$ cat src/rtl/hd_pkg.sv
// Shared types, constants and the Hamming(7,4) encode function for the
// codeword-pair transmit path.
package hd_pkg;

  typedef logic [3:0] data_t;
  typedef logic [6:0] cw_t;

  localparam int unsigned P1 = 6;
  localparam int unsigned P2 = 5;
  localparam int unsigned P3 = 4;

  localparam logic [2:0] ERR_NONE = 3'd7;

  typedef enum logic {
    S_FIRST  = 1'b0,
    S_SECOND = 1'b1
  } state_t;

  // Parity in cw[6:4], data word copied unchanged into cw[3:0].
  function automatic cw_t hamming74_enc(input data_t d);
    cw_t cw;
    cw        = '0;
    cw[3:0]   = d;
    cw[P1]    = d[3] ^ d[2] ^ d[1];
    cw[P2]    = d[3] ^ d[2] ^ d[0];
    cw[P3]    = d[3] ^ d[1] ^ d[0];
    return cw;
  endfunction

endpackage

$ cat src/rtl/hd_pair_fifo.sv
// Synchronous FIFO for codeword pairs; head entry reads as zero when empty.
module hd_pair_fifo #(
  parameter int unsigned DEPTH = 4,
  parameter int unsigned W     = 14
) (
  input  logic         clk,
  input  logic         rst_n,
  input  logic         push,
  input  logic [W-1:0] wdata,
  input  logic         pop,
  output logic [W-1:0] rdata,
  output logic         full,
  output logic         empty
);

  localparam int unsigned AW = $clog2(DEPTH);

  // Extra MSB on each pointer distinguishes full from empty.
  logic [AW:0]  r_wr_ptr;
  logic [AW:0]  r_rd_ptr;
  logic [W-1:0] r_mem [DEPTH];
  logic         w_push;
  logic         w_pop;

  assign empty  = (r_wr_ptr == r_rd_ptr);
  assign full   = (r_wr_ptr[AW] != r_rd_ptr[AW]) &&
                  (r_wr_ptr[AW-1:0] == r_rd_ptr[AW-1:0]);
  assign w_push = push && !full;
  assign w_pop  = pop && !empty;
  assign rdata  = empty ? '0 : r_mem[r_rd_ptr[AW-1:0]];

  always_ff @(posedge clk) begin
    if (!rst_n) begin
      r_wr_ptr <= '0;
      r_rd_ptr <= '0;
    end else begin
      if (w_push) r_wr_ptr <= r_wr_ptr + 1'b1;
      if (w_pop)  r_rd_ptr <= r_rd_ptr + 1'b1;
    end
  end

  always_ff @(posedge clk) begin
    if (w_push) r_mem[r_wr_ptr[AW-1:0]] <= wdata;
  end

endmodule

$ cat src/rtl/hamming_pair_encoder.sv
// Hamming(7,4) encoder with optional single-bit error injection, packing
// consecutive codewords into (code_word1, code_word2) pairs behind a FIFO.
module hamming_pair_encoder
  import hd_pkg::*;
#(
  parameter int unsigned DEPTH = 4,
  parameter int unsigned CNT_W = 8
) (
  input  logic             clk,
  input  logic             rst_n,
  input  logic             in_valid,
  output logic             in_ready,
  input  logic [3:0]       in_data,
  input  logic             in_err_en,
  input  logic [2:0]       in_err_pos,
  input  logic             flush,
  output logic             out_valid,
  input  logic             out_ready,
  output logic [6:0]       code_word1,
  output logic [6:0]       code_word2,
  output logic [CNT_W-1:0] pair_cnt,
  output logic [CNT_W-1:0] err_cnt
);

  state_t      r_state;
  state_t      w_state_nxt;
  cw_t         r_stage;
  cw_t         w_cw_enc;
  cw_t         w_cw;
  logic        w_flip;
  logic        w_accept;
  logic        w_take;
  logic        w_push;
  logic        w_pop;
  logic        w_full;
  logic        w_empty;
  logic [13:0] w_head;
  logic [CNT_W-1:0] r_pair_cnt;
  logic [CNT_W-1:0] r_err_cnt;

  assign w_cw_enc = hamming74_enc(in_data);
  assign w_flip   = in_err_en && (in_err_pos != ERR_NONE);
  assign w_cw     = w_cw_enc ^ (w_flip ? cw_t'(7'd1 << in_err_pos) : '0);

  // in_ready depends only on registered state, never on out_ready.
  assign in_ready = (r_state == S_FIRST) || !w_full;
  assign w_accept = in_valid && in_ready;
  assign w_take   = w_accept && !flush;

  always_comb begin
    w_state_nxt = r_state;
    w_push      = 1'b0;
    if (flush) begin
      w_state_nxt = S_FIRST;
    end else if (w_accept) begin
      if (r_state == S_FIRST) begin
        w_state_nxt = S_SECOND;
      end else begin
        w_state_nxt = S_FIRST;
        w_push      = 1'b1;
      end
    end
  end

  always_ff @(posedge clk) begin
    if (!rst_n) begin
      r_state    <= S_FIRST;
      r_stage    <= '0;
      r_pair_cnt <= '0;
      r_err_cnt  <= '0;
    end else begin
      r_state <= w_state_nxt;
      if (flush)
        r_stage <= '0;
      else if (w_take && (r_state == S_FIRST))
        r_stage <= w_cw;
      if (w_push)
        r_pair_cnt <= r_pair_cnt + 1'b1;
      if (w_take && w_flip)
        r_err_cnt <= r_err_cnt + 1'b1;
    end
  end

  assign out_valid = !w_empty;
  assign w_pop     = out_valid && out_ready;

  hd_pair_fifo #(
    .DEPTH (DEPTH),
    .W     (14)
  ) u_fifo (
    .clk   (clk),
    .rst_n (rst_n),
    .push  (w_push),
    .wdata ({r_stage, w_cw}),
    .pop   (w_pop),
    .rdata (w_head),
    .full  (w_full),
    .empty (w_empty)
  );

  assign code_word1 = w_head[13:7];
  assign code_word2 = w_head[6:0];
  assign pair_cnt   = r_pair_cnt;
  assign err_cnt    = r_err_cnt;

endmodule

$ cat config.mk
export PLATFORM = sky130hd
export DESIGN_NAME = hamming_pair_encoder
export DESIGN_NICKNAME = d
export VERILOG_FILES = /design/src/rtl/hd_pkg.sv /design/src/rtl/hd_pair_fifo.sv /design/src/rtl/hamming_pair_encoder.sv
export SDC_FILE = /design/constraint.sdc
export NUM_CORES = 1
export LEC_CHECK = 0
export ABC_CLOCK_PERIOD_IN_PS = 2600
export CAP_MARGIN = 15
export CELL_PAD_IN_SITES_DETAIL_PLACEMENT = 2
export CELL_PAD_IN_SITES_GLOBAL_PLACEMENT = 2
export CORE_MARGIN = 2
export CORE_UTILIZATION = 30
export CTS_CLUSTER_DIAMETER = 50
export DETAILED_ROUTE_END_ITERATION = 10
export GPL_ROUTABILITY_DRIVEN = 0
export GPL_TIMING_DRIVEN = 0
export PLACE_DENSITY = 0.63
export SLEW_MARGIN = 20
export SYNTH_ARGS = -nofsm -noshare
export SYNTH_HDL_FRONTEND = slang
export SYNTH_SLANG_ARGS = --single-unit
$ cat constraint.sdc
create_clock -name clk -period 2.6 [get_ports clk]
set_input_delay 0.78 -clock clk [delete_from_list [all_inputs] [get_ports clk]]
set_output_delay 0.78 -clock clk [all_outputs]
set_load 0.005 [all_outputs]
# ---- Word-level counts from Yosys, hierarchy flattened
# Memories as Yosys holds them, arrays and structs flattened. A register that Yosys moved wholly into a read port is not among the register bits.
# Index checks and enable logic that the tools add are counted.
dict set report totals {
  ff_bits 30
  output_inout_bits 32
  memories 1
  mem_bits_rw 56
  elab_cells 48
}
dict set report op_classes {
  n_addsub 4
  bitwise_logic 8
  n_shift 1
  reduce_logical 14
  eq_ne 4
  n_mux 10
}
# name words width rd rd_clocked_by_memory_dff wr line
set memory_table {}
lappend memory_table {u_fifo.r_mem 4 14 1 1 1 hd_pair_fifo.sv:21} ;# logic [W-1:0] r_mem [DEPTH];
# operator count
set ops {}
lappend ops {{$add A8 B1 Y8 const B} 2}
lappend ops {{$mux W14} 1}
lappend ops {{$logic_and A1 B1 Y1} 9}
lappend ops {{$mux W7} 1}
lappend ops {{$shl A1 B3 Y7 const A} 1}
lappend ops {{$xor A7 B7 Y7} 1}
lappend ops {{$add A3 B1 Y3 const B} 2}
lappend ops {{$mux W1} 6}
lappend ops {{$xor A1 B1 Y1} 5}
lappend ops {{$mux W2} 2}
lappend ops {{$eq A3 B3 Y1} 1}
lappend ops {{$logic_not A1 Y1} 3}
lappend ops {{$ne A3 B3 Y1 const B} 1}
lappend ops {{$eq A2 B2 Y1} 1}
lappend ops {{$not A1 Y1} 2}
lappend ops {{$reduce_or A2 Y1} 1}
lappend ops {{$logic_or A1 B1 Y1} 1}
lappend ops {{$ne A1 B1 Y1} 1}

# ---- Depth between registers and ports, before layout
# Gate-level depths: netlist of the first run.
dict set report logic_depth {
  depth_word 10
  depth_mapped 5
  mapped_depth_nobuf 4
}

# ---- Modules after synthesis
# From an unflattened synthesis of the first run, not the netlist that was laid out.
dict set report unflattened {
  cells_unflattened 294
  area_unflattened_um2 4066.4
}
# module cells_each area_per_inst_um2 instances
set by_module_without_submodules {}
lappend by_module_without_submodules {hd_pair_fifo 157 2792.7 1}
lappend by_module_without_submodules {hamming_pair_encoder 137 1273.7 1}

# ---- Least setup slack after synthesis of the first run
# Ideal clock, no wire load.
dict set report synth_path {
  path_kind {reg2out}
  from {register with a tool-made name}
  to {output code_word1[0]}
  stages_incl_launch_ff 5
  arrival_time_ns 1.416
  path_buffers 2
  setup_slack_ns 0.404
  cell_sequence {dfxtp_1 > buf_2 > buf_2 > mux4_2 > nor2b_1}
}
# item line
set synth_lines {}
lappend synth_lines {{end, declared} hamming_pair_encoder.sv:19} ;# output logic [6:0] code_word1,

==> reports/results.txt, run 1 <==
Max H-tree Level -> 3
Crit start category -> flip-flop
DP HPWL -> 6110 um
Synthesized area -> 3840 um2
Clock Tree Buf Depth -> 2
Final worst setup slack -> 0.0306 ns
# hold bufs at CTS -> 0
Crit-path max FO -> 5
Root buf cell -> clkbuf_16
Rel. slew slack -> 64.2%
Post-synthesis net count -> 298
Avg WL per Cell -> 17.4 um
CTS Buf Count -> 9
DRT antenna net count -> 0
Final count of hold timing violations -> 0
R2r endpoint -> u_fifo.r_mem[3][0]
RSZ-0062 raised after global routing -> true
Pleak -> 1.71 nW
Final setup TNS -> 0 ns
Layout fillers -> 1268
Initial antenna violation count -> 0
HP Class -> reg -> reg
Layout cells sized above 1 -> 24.9%
DRC -> 0
Yosys reg bits -> 88
Synth warn -> 0
Top cell type's share of synthesized area -> 43.8%
First-pass GRT wire length -> 14800 um
Hold endpoint -> pair_cnt[7]
Slew @ Worst Pin -> 0.533 ns
Nets -> 369
First-pass DRT Iterations -> 4
Worst R2R Setup Slack -> 0.62 ns
R2R depth -> 6
Max-cap violation count -> 0
Core Box Area -> 12600 um2
Number of synthesized flops with an enable pin -> 56
Initial DRC Count -> 108
Row Count -> 41
Worst EP arrival -> 1.79 ns
Total number of vias -> 2491
Min Tclk post-route -> 2.57 ns
Mapped Avg Cell Area -> 13.8 um2
Count leader, synth -> edfxtp_1
Starting Density -> 30.6%
# diodes -> 0
Synth top cells by count -> edfxtp_1 (56), dfxtp_1 (32), nor2b_1 (16)
Die H -> 117 um
VDD IR max -> 271 uV
HP Start -> pair_cnt[7]
Worst Clk Skew -> 0.00979 ns
Post-synth top area cell -> edfxtp_1
Distinct cells, synth -> 47
Port Buffers -> 43
Outcome -> finished clean
Post-Route WL -> 9160 um
Worst-Skew Late Latency -> 0.34 ns
Area growth, synth to finish -> 31.6%
Dpl ws -> -0.638 ns
Num ports -> 45
Endpoint type of the worst setup path -> output port
Vias in the first global route -> 2721
Vias per Instance -> 4.74
Hold path cells -> 2
Tot GR Track Use -> 14.6%
R2r startpoint -> u_fifo.r_wr_ptr[1]
Overflow after GRT -> 0
Slew Limit Fails -> 0
Tcrit/Tclk final -> 98.8%
Seq/Total Area, Yosys -> 60.4%
Die ar. -> 13700 um2
# setup viols final -> 0
CTS tree -> done
Clock Pin Slew Worst Setup and Hold Paths -> 0.07 ns
CP required -> 1.82 ns
Ys async rst share -> 0%
Pwr per Cell Area -> 600 nW/um2
Post-Syn Instances -> 278
Top cells by area, synth -> edfxtp_1 (44%), dfxtp_1 (17%), mux4_2 (8.2%)
Largest net degree at the start of global routing -> 17
Setup CP Type -> reg -> out
Synth Flop Type -> edfxtp_1
Clock Sinks -> 88
Fmax -> 389 MHz
Die width -> 117 um
## worst max-delay path by stage
stage	end	depth (start not counted)
5_1_grt	code_word1[6]	5
6_report	code_word1[6]	5
2_1_floorplan	code_word1[0]	4
3_5_place_dp	code_word2[5]	5
3_3_place_gp	u_fifo.r_mem[3][12]	5
4_1_cts	code_word1[5]	8
## logic make-up after synthesis
| logic type | Yosys count | share of synthesized area (%) |
|---|---|---|
| flip-flops | 88 | 60.4 |
| adder cells (fa/ha/maj) | 7 | 2.28 |
| AND/OR/NAND/NOR | 85 | 13.2 |
| XOR/XNOR | 18 | 5.57 |
| buffers and inverters | 22 | 2.51 |
| AO/OA/AOI/OAI | 39 | 6.55 |
| multiplexers | 19 | 9.51 |
## metal layers
layer | up-vias | track usage, % | share of wire [%]
met5 | - | 0 | 0
met4 | 0 | 4.94 | 0.83
met3 | 6 | 2.06 | 2.2
met2 | 41 | 25.8 | 52
met1 | 1254 | 18.3 | 45
li1 | 1190 | - | -
## registers in the layout, indices dropped and copies added (netlist names), named ones only
register	flops
r_state	1
u_fifo.r_mem	56
u_fifo.r_rd_ptr	3
u_fifo.r_wr_ptr	3
r_stage	7
pair_cnt	8
err_cnt	8
## report_power, final
group	total (mW)	switching (mW)	internal, mW
logic	0.206	0.102	0.104
registers	1.51	0.0108	1.50
clock network	1.32	0.561	0.761
## timing repair
item / CTS / global route
setup buffers: 15 / 3
endpoints found under the setup margin: 73 / 71
resized for setup: 69 / 19
pin swaps: 4 / 1
gates cloned: 1 / 0
## area by class of cell
class                   count  area (um2)  area share (%)
plain buffers              12         100            1.98
clock buffers              10         229            4.53
clock inverters             6        75.1            1.48
inverters                  10        37.5           0.742
multi-input cells         168        1500            29.7
flip-flops and latches     88        2340            46.2
well taps                 172         215            4.26
repair buffers             60         562            11.1
## critical path: stages, from the launching register on
cell and delay [ns]:
dfxtp_2 0.33, buf_6 0.12, buf_4 0.12, mux4_2 0.50
nor2b_1 0.14, dlygate4sd2_1 0.25
## layout by cell type (no fill, tap or decap), types with 4 or more instances in the layout
master and instances:
buf_4 11, nand4b_1 4, nand3_1 7, and2_4 4, inv_1 9, clkdlybuf4s15_1 4
a21oi_1 13, o21ai_1 4, dfxtp_1 26, edfxtp_1 56, nor2b_1 13, buf_12 4
buf_6 4, or3_2 4, o31ai_1 4, mux2i_1 5, clkbuf_2 4, xor2_1 4
clkbuf_1 4, mux4_2 14, clkdlybuf4s50_1 27, clkbuf_16 9, nand2_1 12, nor2_1 13
xnor2_1 8, ha_1 7, buf_2 8, o21ai_0 7
## metrics by stage
stage | util, % | power (mW) | area [um2] | std cells | hold WS, ns
after detailed placement | 35.7 | 1.72 | 4490 | 493 | 0.470
after global placement | 35.7 | 1.71 | 4490 | 493 | 0.452
final | 40.2 | 3.04 | 5060 | 526 | 0.472
after global routing | 40.2 | 3.14 | 5060 | 526 | 0.507
after CTS | 40.3 | 3.08 | 5060 | 525 | 0.477
after floorplan | - | 1.64 | 3840 | 278 | 0.459
No activity file was read; power rests on OpenSTA's default activity.
==> inputs of run 2 (changes only) <==
--- a/config.mk
+++ b/config.mk
@@ -11,10 +11,10 @@
 export CELL_PAD_IN_SITES_GLOBAL_PLACEMENT = 2
 export CORE_MARGIN = 2
-export CORE_UTILIZATION = 30
+export CORE_UTILIZATION = 39
 export CTS_CLUSTER_DIAMETER = 50
 export DETAILED_ROUTE_END_ITERATION = 10
 export GPL_ROUTABILITY_DRIVEN = 0
 export GPL_TIMING_DRIVEN = 0
-export PLACE_DENSITY = 0.63
+export PLACE_DENSITY = 0.79
 export SLEW_MARGIN = 20
 export SYNTH_ARGS = -nofsm -noshare
==> constraint.sdc (replaced) <==
create_clock -name clk -period 2.6 [get_ports clk]
set_input_delay 0.78 -clock clk [delete_from_list [all_inputs] [get_ports clk]]
set_output_delay 0.78 -clock clk [all_outputs]
set_load 0.02 [all_outputs]
==> run 2 against run 1 <==
Against the previous run: sequential share of layout area rose by 1.1 points; sequential power about the same; clock power fell by 25%; final area decreased by 2.3%; register-to-register slack worse by 0.18 ns; combinational power up 13%.
==> reports/results.txt, run 2 (synthesis results as in run 1) <==
Total number of vias -> 2559 (+2.7%)
Worst-Skew Late Latency -> 0.38 ns (+0.04 ns)
DRC -> 0 (unchanged)
Tcrit/Tclk final -> 98.9% (+0.10 points)
RSZ-0062 raised after global routing -> true
Die H -> 103 um (-12%)
Worst Path Buf+Inv -> 3 (unchanged)
Vias per Instance -> 5.24 (+11%)
Sequential group share of total power -> 55.2% (+5.5 points)
First-pass GRT wire length -> 16200 um (+9.7%)
Rel. slew slack -> 61.0% (-3.2 points)
VDD IR max -> 207 uV (-24%)
Family with the most delay on the worst path -> multiplexers
Avg WL per Cell -> 22.1 um (+27%)
Die width -> 103 um (-12%)
CTS Buf Count -> 9 (unchanged)
Switch Pwr -> 0.675 mW (+0.17%)
Worst R2R Setup Slack -> 0.44 ns (-0.18 ns)
Critical-path cell list -> buf_8, buf_12, mux4_2, nor2b_4, buf_6
Final worst setup slack -> 0.0279 ns (-0.00269 ns)
# hold bufs at CTS -> 0 (unchanged)
Port Buffers -> 43 (unchanged)
Crit start category -> flip-flop
Initial antenna violation count -> 0 (unchanged)
CP required -> 1.82 ns (about the same)
Die ar. -> 10700 um2 (-22%)
Largest register FFs -> 56 (unchanged)
Int Pwr -> 2.06 mW (-13%)
Pleak -> 1.67 nW (-2.2%)
Starting Density -> 39.7% (+9.1 points)
Placed cell area -> 4440 um2 (-1.1%)
Endpoint type of the worst setup path -> output port
Pwr per Cell Area -> 553 nW/um2 (-7.9%)
Slowest cell on crit path -> mux4_2
Layout fillers -> 930 (-27%)
Worst Clk Skew -> 0.00837 ns (-0.00142 ns)
Number of cells on the critical path -> 5 (unchanged)
Max H-tree Level -> 3 (unchanged)
R2R depth -> 6 (unchanged)
Max-cap violation count -> 0 (unchanged)
Slew @ Worst Pin -> 0.581 ns (+0.0479 ns)
Vias in the first global route -> 2792 (+2.6%)
Comb pwr share -> 8.5% (+1.7 points)
Clock Sinks -> 88 (unchanged)
Post-Route WL -> 10800 um (+18%)
Overflow after GRT -> 0 (unchanged)
Num ports -> 45 (unchanged)
Net Sw Frac -> 24.7% (+2.5 points)
Row Count -> 36 (-12%)
HP Class -> reg -> reg
Clock Pin Slew Worst Setup and Hold Paths -> 0.09 ns (+0.02 ns)
Final setup TNS -> 0 ns (unchanged)
Part of the power in the clock network -> 36.3% (-7.2 points)
Layout cells sized above 1 -> 28.2% (+3.3 points)
DP HPWL -> 6960 um (+14%)
Min Tclk post-route -> 2.57 ns (+0.00269 ns)
DRT antenna net count -> 0 (unchanged)
Clock Tree Buf Depth -> 2 (unchanged)
Hold Slack -> 0.495 ns (+0.0224 ns)
Tot GR Track Use -> 21.3% (+6.8 points)
Hold path cells -> 2 (unchanged)
# diodes -> 0 (unchanged)
Fin util -> 51.0% (+11 points)
Outcome -> finished clean
Dpl ws -> -0.629 ns (+0.00899 ns)
Most common cell after layout, fill and taps aside -> edfxtp_1
Design area -> 4940 um2 (-2.3%)
CTS tree -> done
# setup viols final -> 0 (unchanged)
Nets -> 370 (+0.27%)
Largest stage delay, worst path -> 0.53 ns (+0.03 ns)
Largest net degree at the start of global routing -> 16 (-1)
Slew Limit Fails -> 0 (unchanged)
Commonest non-fill, non-tap cells in the layout -> edfxtp_1 (56), clkdlybuf4s50_1 (27), dfxtp_1 (25)
Worst EP arrival -> 1.79 ns (about the same)
Area growth, synth to finish -> 28.6%
Core Box Area -> 9680 um2 (-23%)
First-pass DRT Iterations -> 4 (unchanged)
Setup CP Type -> reg -> out
Fmax -> 389 MHz (-0.10%)
Initial DRC Count -> 126 (+17%)
Root buf cell -> clkbuf_8
Crit-path max FO -> 5 (unchanged)
Final count of hold timing violations -> 0 (unchanged)
==> run 2: power by group through the flow <==
| stage | logic (mW) | clock network, mW | registers (mW) |
|---|---|---|---|
| after floorplan | 0.111 | 0 | 1.54 |
| after detailed placement | 0.191 | 0 | 1.54 |
| after global routing | 0.250 | 1.05 | 1.51 |
| after global placement | 0.178 | 0 | 1.54 |
| final | 0.232 | 0.991 | 1.51 |
| after CTS | 0.212 | 1.01 | 1.51 |
==> run 2: per-stage QoR <==
step                      std cells  power [mW]
after floorplan                 278        1.65
after global placement          454        1.72
after detailed placement        454        1.73
after CTS                       483        2.73
after global routing            488        2.81
final                           488        2.73
==> run 2: per-layer routing <==
| metal | track usage [%] | vias to the layer above | share of wire, % |
|---|---|---|---|
| met2 | 38.3 | 52 | 54 |
| met5 | 0 | - | 0 |
| met1 | 25.4 | 1301 | 41 |
| met4 | 7.69 | 0 | 1.7 |
| met3 | 4.37 | 15 | 2.7 |
| li1 | - | 1191 | - |
==> run 2: worst paths after layout <==
kind                 startpoint                 end
max                   flip-flop       code_word2[6]
min                  err_cnt[7]          err_cnt[7]
max reg2reg  u_fifo.r_wr_ptr[1]  u_fifo.r_mem[3][4]
min reg2reg          err_cnt[7]          err_cnt[7]
==> run 2: final cells by class <==
class                           instances  area [um2]  share of cell area, %
Sequential cell                        88        2340                   47.3
Multi-Input combinational cell        168        1550                   31.3
Timing Repair Buffer                   61         554                   11.2
Tap cell                              133         166                   3.37
Clock buffer                           10         128                   2.58
Buffer                                 12         104                   2.10
Clock inverter                          6        67.6                   1.37
Inverter                               10        37.5                  0.760
==> run 2: what timing repair did <==
action / in CTS / in global routing
setup endpoints to repair: 73 / 29
pin swaps: 4 / 2
gates resized for setup: 92 / 32
setup buffers: 12 / 5
gates cloned: 1 / 0
==> run 2: worst reg2reg max path: stages, from the launching register on <==
cell and delay (ns):
dfxtp_2 0.43, xor2_4 0.21, buf_4 0.19, buf_4 0.13
o311a_2 0.18, buf_2 0.22, and2_2 0.45
==> inputs of run 3 (changes only) <==
Settings changed: ABC_AREA set to 1, CORE_UTILIZATION 39 to 35, PLACE_DENSITY 0.79 to 0.78.
==> run 3 against run 2 <==
Against the previous run: die area rose by 14%; combinational power grew to 2.9 times the previous value; synthesized cell count increased by 47%; critical path depth rose by 1; clock skew up 0.0045 ns.
==> reports/results.txt, run 3 <==
Outcome -> finished clean
Max H-tree Level -> 3 (unchanged)
Synth Flop Type -> edfxtp_1
Register area -> 2330 um2 (-0.48%)
Mapped Avg Cell Area -> 9.69 um2 (-30%)
Top cells by area, synth -> edfxtp_1 (43%), dfxtp_1 (16%), nor2_1 (6.7%)
Area occupied by multi-input gates -> 1460 um2 (-5.8%)
Crit-path max FO -> 10 (+5)
Starting Density -> 36.1% (-3.5 points)
Post-Syn Instances -> 408 (+47%)
HP Class -> reg -> reg
Endpoint type of the worst setup path -> output port
Min Tclk post-route -> 2.51 ns (-0.0590 ns)
DP HPWL -> 7950 um (+14%)
Distinct cells, synth -> 31 (-34%)
Tcrit/Tclk final -> 96.7% (-2.3 points)
Root buf cell -> clkbuf_16
Avg WL per Cell -> 19.4 um (-13%)
Nets -> 488 (+32%)
Tot GR Track Use -> 20.9% (-0.39 points)
# hold bufs at CTS -> 0 (unchanged)
Pwr per Cell Area -> 737 nW/um2 (+33%)
Core Box Area -> 10900 um2 (+13%)
Number of synthesized flops with an enable pin -> 56 (unchanged)
Total number of vias -> 3086 (+21%)
Die width -> 110 um (+6.8%)
Synthesized area -> 3950 um2 (+2.9%)
Overflow after GRT -> 0 (unchanged)
Slew @ Worst Pin -> 0.634 ns (+0.0529 ns)
Worst-Skew Late Latency -> 0.34 ns (-0.04 ns)
Rel. slew slack -> 57.6% (-3.4 points)
Vias per Instance -> 5.03 (-4.0%)
Fin util -> 46.1% (-4.9 points)
Final setup TNS -> 0 ns (unchanged)
Post-synthesis net count -> 428 (+44%)
DRC -> 0 (unchanged)
Commonest non-fill, non-tap cells in the layout -> nand2_1 (69), nor2_1 (67), edfxtp_1 (56)
Area growth, synth to finish -> 27.7%
Largest net degree at the start of global routing -> 17 (+1)
Initial antenna violation count -> 0 (unchanged)
Row Count -> 38 (+5.6%)
Hold Slack -> 0.503 ns (+0.00848 ns)
Synth top cells by count -> nor2_1 (71), nand2_1 (70), edfxtp_1 (56)
Slew Limit Fails -> 0 (unchanged)
Layout cells sized above 1 -> 16.5% (-12 points)
Worst EP arrival -> 1.73 ns (-0.06 ns)
VDD IR max -> 296 uV (+43%)
CTS tree -> done
Count leader, synth -> nor2_1
Synth warn -> 0 (unchanged)
First-pass DRT Iterations -> 4 (unchanged)
Yosys reg bits -> 88 (unchanged)
Worst Clk Skew -> 0.0129 ns (+0.00452 ns)
Die H -> 110 um (+6.8%)
Post-Route WL -> 11900 um (+9.9%)
DRT antenna net count -> 0 (unchanged)
Top cell type's share of synthesized area -> 42.5% (-1.2 points)
Clock Pin Slew Worst Setup and Hold Paths -> 0.07 ns (-0.02 ns)
Crit start category -> flip-flop
# setup viols final -> 0 (unchanged)
Num ports -> 45 (unchanged)
# diodes -> 0 (unchanged)
CP required -> 1.82 ns (about the same)
Vias in the first global route -> 3384 (+21%)
Pleak -> 2.05 nW (+22%)
Die ar. -> 12200 um2 (+14%)
Clock Tree Buf Depth -> 2 (unchanged)
CTS Buf Count -> 9 (unchanged)
Setup CP Type -> reg -> out
Most common cell after layout, fill and taps aside -> nand2_1
Post-synth top area cell -> edfxtp_1
Final count of hold timing violations -> 0 (unchanged)
Largest register FFs -> 56 (unchanged)
First-pass GRT wire length -> 18700 um (+15%)
Clock Sinks -> 88 (unchanged)
Layout fillers -> 1145 (+23%)
Port Buffers -> 43 (unchanged)
Ys async rst share -> 0% (unchanged)
Seq/Total Area, Yosys -> 58.8% (-1.7 points)
Fmax -> 398 MHz (+2.3%)
Max-cap violation count -> 0 (unchanged)
Initial DRC Count -> 134 (+6.3%)
run 3: cell count changes after synthesis, sizes merged, moves of 7 or more:
| cell | before | now |
|---|---|---|
| nor2 | 13 | 73 |
| nand2 | 12 | 71 |
| inv | 9 | 54 |
| o21ai | 11 | 30 |
| nor2b | 16 | 0 |
| mux4 | 14 | 0 |
| o32ai | 0 | 14 |
| or3 | 7 | 0 |
run 3: power by group:
group | leakage, nW | internal (mW) | total (mW) | switching [mW]
sequential | 0.794 | 1.51 | 1.54 | 0.0249
clock | 0.167 | 0.950 | 1.52 | 0.570
combinational | 1.09 | 0.248 | 0.662 | 0.414
run 3: path summary, 6_finish.rpt:
| kind | from | to | slack, ns | cells past startpoint |
|---|---|---|---|---|
| min | err_cnt[7] | err_cnt[7] | 0.50 | 2 |
| max reg2reg | u_fifo.r_wr_ptr[2] | u_fifo.r_mem[0][7] | 0.44 | 7 |
| max | u_fifo.r_wr_ptr[1] | out_valid | 0.09 | 6 |
| min reg2reg | err_cnt[7] | err_cnt[7] | 0.50 | 2 |
run 3: what timing repair did:
item                       CTS  global route
pin swaps                    0             2
hold endpoints to repair     0             0
setup endpoints to repair   72            15
buffers inserted             0             5
resized for setup           63            24
gates cloned                 0             1
run 3: worst max-delay path: stages (launching register included):
cell and delay [ns]:
dfxtp_2 0.36, inv_2 0.10, nand2_1 0.11, nand2_4 0.13, nand4_4 0.16, buf_6 0.20
dlygate4sd2_1 0.32
run 3: final cells by class:
type                            count  area share, %
Buffer                             12           2.41
Clock buffer                        9           4.46
Clock inverter                      7           2.45
Inverter                           55           4.19
Multi-Input combinational cell    253           28.8
Sequential cell                    88           46.1
Tap cell                          140           3.47
Timing Repair Buffer               49           8.06
run 3: logic make-up (layout without fill, tap and decap cells):
group,count (synthesis),count (layout),synth area share [%]
buffers and inverters,67,132,6.84
adders and majority gates,7,7,2.22
xor gates and xnor gates,17,17,3.96
and+or+nand+nor,160,160,17.7
DFF,88,88,58.8
AOI/OAI and AO/OA,69,69,10.5
run 3: per-stage QoR:
| step | cell area, um2 | total power [mW] | instances | worst slack [ns] |
|---|---|---|---|---|
| 2_1_floorplan | 3950 | 1.90 | 408 | 0.281 |
| 3_3_place_gp | 4560 | 2.12 | 591 | -0.817 |
| 3_5_place_dp | 4570 | 2.15 | 591 | -0.511 |
| 4_1_cts | 5040 | 3.69 | 607 | 0.00304 |
| 5_1_grt | 5050 | 3.85 | 613 | -0.000360 |
| 6_report | 5050 | 3.72 | 613 | 0.0869 |
run 3: per-layer routing:
metal	track usage [%]	wire length [um]	part of all wire, %
met5	0	0	0
met4	6.43	221	1.9
met2	36.8	6060	51
met1	26.6	5190	44
met3	3.23	403	3.4
